==> src/rtl/poly_ram_loader.sv <==
// Streams one polynomial of DEPTH coefficients into a single-port RAM,
// reducing each coefficient into [0, Q) and flagging values that are too large.
module poly_ram_loader #(
    parameter int DEPTH = 128,
    parameter int Q     = 3329
) (
    input  logic        clk,
    input  logic        rst_n,
    input  logic        start,
    input  logic        s_valid,
    input  logic [15:0] s_data,
    output logic        s_ready,
    output logic        ram_en,
    output logic        ram_we,
    output logic [6:0]  ram_addr,
    output logic [15:0] ram_di,
    output logic        busy,
    output logic        done,
    output logic        err
);
    localparam int AW = (DEPTH > 1) ? $clog2(DEPTH) : 1;

    typedef enum logic [1:0] {IDLE, LOAD, DONE} state_t;

    state_t        state_q, state_d;
    logic [AW-1:0] cnt_q, cnt_d;
    logic          err_q, err_d;
    logic          ram_en_q, ram_en_d;
    logic          ram_we_q, ram_we_d;
    logic [6:0]    ram_addr_q, ram_addr_d;
    logic [15:0]   ram_di_q, ram_di_d;

    logic          accept;
    logic [16:0]   data_ext;
    logic [15:0]   reduced;
    logic          out_of_range;

    // Inputs are assumed below 2Q; anything larger is zeroed and flagged.
    always_comb begin
        data_ext     = {1'b0, s_data};
        reduced      = s_data;
        out_of_range = 1'b0;
        if (data_ext >= 17'(2 * Q)) begin
            reduced      = '0;
            out_of_range = 1'b1;
        end else if (data_ext >= 17'(Q)) begin
            reduced = s_data - 16'(Q);
        end
    end

    assign accept = (state_q == LOAD) && s_valid;

    always_comb begin
        state_d    = state_q;
        cnt_d      = cnt_q;
        err_d      = err_q;
        ram_en_d   = 1'b0;
        ram_we_d   = 1'b0;
        ram_addr_d = ram_addr_q;
        ram_di_d   = ram_di_q;
        case (state_q)
            IDLE: begin
                if (start) begin
                    state_d = LOAD;
                    cnt_d   = '0;
                    err_d   = 1'b0;
                end
            end
            LOAD: begin
                if (accept) begin
                    ram_en_d   = 1'b1;
                    ram_we_d   = 1'b1;
                    ram_addr_d = 7'(cnt_q);
                    ram_di_d   = reduced;
                    cnt_d      = cnt_q + AW'(1);
                    if (out_of_range) begin
                        err_d = 1'b1;
                    end
                    // Final write lands in the same cycle as DONE.
                    if (cnt_q == AW'(DEPTH - 1)) begin
                        state_d = DONE;
                    end
                end
            end
            DONE: begin
                state_d = IDLE;
            end
            default: begin
                state_d = IDLE;
            end
        endcase
    end

    always_ff @(posedge clk or negedge rst_n) begin
        if (!rst_n) begin
            state_q    <= IDLE;
            cnt_q      <= '0;
            err_q      <= 1'b0;
            ram_en_q   <= 1'b0;
            ram_we_q   <= 1'b0;
            ram_addr_q <= '0;
            ram_di_q   <= '0;
        end else begin
            state_q    <= state_d;
            cnt_q      <= cnt_d;
            err_q      <= err_d;
            ram_en_q   <= ram_en_d;
            ram_we_q   <= ram_we_d;
            ram_addr_q <= ram_addr_d;
            ram_di_q   <= ram_di_d;
        end
    end

    assign s_ready  = (state_q == LOAD);
    assign busy     = (state_q != IDLE);
    assign done     = (state_q == DONE);
    assign err      = err_q;
    assign ram_en   = ram_en_q;
    assign ram_we   = ram_we_q;
    assign ram_addr = ram_addr_q;
    assign ram_di   = ram_di_q;

endmodule

==> config.mk <==
export PLATFORM = sky130hd
export DESIGN_NAME = poly_ram_loader
export DESIGN_NICKNAME = d
export VERILOG_FILES = /design/src/rtl/poly_ram_loader.sv
export SDC_FILE = /design/constraint.sdc
export NUM_CORES = 1
export LEC_CHECK = 0
export CAP_MARGIN = 20
export CORE_MARGIN = 1.5
export CORE_UTILIZATION = 30
export DETAILED_ROUTE_END_ITERATION = 6
export PLACE_DENSITY = 0.62
export SLEW_MARGIN = 25
export SYNTH_ARGS = -nofsm -noshare
export SYNTH_HDL_FRONTEND = slang
export SYNTH_SLANG_ARGS = --single-unit
==> constraint.sdc <==
create_clock -name clk -period 1.6 [get_ports clk]
set_input_delay 0.24 -clock clk [delete_from_list [all_inputs] [get_ports clk]]
set_output_delay 0.24 -clock clk [all_outputs]
set_load 0.005 [all_outputs]
==> metrics.txt <==
outcome=finished clean; post-DR wirelength/cell=12.9 um; share of cells above drive strength 1=27.2%; CTS buffer count=5; Worst setup EP type=output pin; Clock Tree Buf Depth=2; pre-CTS WS=-550 ps; Final period util=96.0%; commonest non-fill, non-tap cell in the layout=nand2_1; First-pass DRT Iterations=4; first-pass GRT wire length=7710 um; CTS sink cnt=34; Cell Area, Synth=1830 sq um; Post-synth EDFFs=0; Yosys reg bits=34; top cells by area, synth=dfrtp_1 47%, nand2_1 9.6%, xor2_1 5.3%; worst clock skew=2.16 ps; Max Freq=about 650 MHz; detailed placer's ending HPWL=3490 um; initial DRC count=88; CTS tree=done; post-synthesis sequential area ratio=46.5%; Vias=1,826; clk slew on worst S/H paths=60 ps; Worst Path Arrival=approximately 1300 ps; Final #Nets=322; R2R Path End=ram_di[11]; Initial Utilization=30.9%; ANT cells=0; number of global-route vias before repair=1,641; register area=~850 sq um; ys flop type=dfrtp_1; most frequent cells in the layout=46 x nand2_1, 45 x buf_4, 34 x dfrtp_1; Synth area leader=dfrtp_1; Multi-input gate area=1050 sq um; critical path class=flip-flop to output pin; Max Slew Vio Count=0; P per Cell Area=769 nW/um^2; Die Ht=approximately 81 um; worst hold margin=366 ps; CP Data Required Time=1360 ps; grt total ovfl=0; Worst VDD drop=451 uV; Cell variety after synth=48; Finished Core Util=49.7%; FF-to-FF setup slack=120 ps; antenna violations before repair=0; fin cells=between 300 and 400; Max Cap Viol=0; setup_tns=0 ps; Clock Latency Late Sink=280 ps; YS warnings=0; critical register-to-register path startpoint=state_q[1]; Max stage delay on crit path=370 ps; CTS root buffer=clkbuf_8; Final min period=1540 ps; top cell type's share of synthesized area=46.5%; Worst-Margin Slew=between 400 and 500 ps; core area=just under 6000 sq um; placed cells=354; Setup crit start=state_q[1]; FFs w/ async S/R, synth=100%; count of final setup violators=0; worst min path class=input pin to asynchronous set/reset pin; largest net degree at the start of global routing=35; cells after synthesis=202; Slowest-stage cell, CP=dfrtp_1; Critical Path Start Type=flip-flop; Slew headroom=71.4%; setup slack after layout=approximately 64 ps; Rows=28; DIE AREA=6570 sq um; Die W=81.1 um; path depth of the worst reg2reg path=6; Post-Route WL=4810 um; IO Count=slightly below 50; Final Hold Fails=0; GRT Resource Usage Total=15.4%; syn avg cell area=between 9 and 10 sq um; number of remaining DRC errors=0; cell breakdown of the critical path=buf_4 > or2_2 > clkdlybuf4s15_1; port buffer count=48; crit path max fanout=5; GP Congestion=0.859; drt via density=4.90; Leak=1.33 nW; Antenna Nets Post-Route=0; Post-Synthesis Net Count=226; CTS H-tree depth=2; fillcell total=approximately 540; CP Capture Point=busy; area grow syn2layout=60.9%
-- layout make-up --
cell class                      count  share of cell area (%)
Multi-Input combinational cell    154                    35.6
Timing Repair Buffer               97                    29.0
Sequential cell                    34                    28.9
Tap cell                           75                    3.19
Clock buffer                        7                    2.59
Inverter                            6                   0.765
-- registers in the layout (all words and copies together) (netlist names) --
signal and count:
err 1, ram_di 16, state_q 2, cnt_q 7, ram_addr 7, ram_we 1
-- critical path, delay by kind of cell (launching register included) --
family        cells  cell delay [ps]
buf+inv           2              350
simple gates      1              300
flops             1              370
-- report_power, final --
group          leakage [nW]  internal (mW)  switching [mW]
clock network        0.0383          0.299           0.278
logic                 0.841          0.342           0.267
registers             0.451          0.977           0.103
total                  1.33           1.62           0.648
-- per-layer routing --
layer,up-vias,wire length [um],track usage [%]
met2,53,2270,24.3
met5,-,0,0
met1,866,2240,21.0
met3,11,212,2.02
met4,0,93,6.72
li1,896,-,-
-- cells by family (layout without fill, tap and decap cells) --
group	Yosys count	in the layout	share of synthesized area [%]
muxes	3	3	1.71
AOI/OAI and AO/OA	48	49	17.2
buffers and inverters	15	110	3.56
and+or+nand+nor	86	86	22.6
adders and majority gates	4	4	2.74
DFF	34	34	46.5
xor gates and xnor gates	12	12	5.75
-- per-stage QoR --
| step | total power, mW | instance area (sq um) |
|---|---|---|
| 5_1_grt | 2.40 | 2940 |
| 4_1_cts | 2.26 | 2830 |
| 3_3_place_gp | 1.66 | 2670 |
| 2_1_floorplan | 1.31 | 1850 |
| 6_report | 2.26 | 2940 |
| 3_5_place_dp | 1.67 | 2670 |
-- cells in the mapped netlist, types with 2 or more instances --
library cell / instances
nor3_1: 3
ha_1: 4
nor4_1: 3
a21o_1: 2
buf_2: 4
inv_1: 6
clkbuf_1: 4
mux2i_1: 2
o21bai_1: 3
nand2_1: 47
a21oi_1: 4
or2_2: 2
xor2_1: 11
nand4_1: 2
o211ai_1: 3
nand3_1: 2
o21ai_1: 16
nor2b_1: 2
nor2_1: 13
dfrtp_1: 34
nor3b_1: 2
o21ai_0: 7
-- repair_timing --
| action | CTS | global route |
|---|---|---|
| gates cloned | 2 | 0 |
| gates resized for setup | 32 | 17 |
| pin swaps | 14 | 11 |
| hold buffers | 0 | 0 |
| endpoints found under the setup margin | 20 | 17 |
| endpoints found under the hold margin | 0 | 0 |
| buffers inserted | 3 | 7 |
-- worst min path at each step --
| stage | to | cells past startpoint | start |
|---|---|---|---|
| 6_report | ram_di[3] | 2 | rst_n |
| 3_3_place_gp | ram_addr[3] | 2 | ram_addr[3] |
| 3_5_place_dp | ram_addr[3] | 2 | ram_addr[3] |
| 5_1_grt | ram_di[2] | 2 | rst_n |
| 4_1_cts | ram_di[3] | 2 | rst_n |
| 2_1_floorplan | cnt_q[0] | 0 | rst_n |
Power figures use the tool's default switching activity.
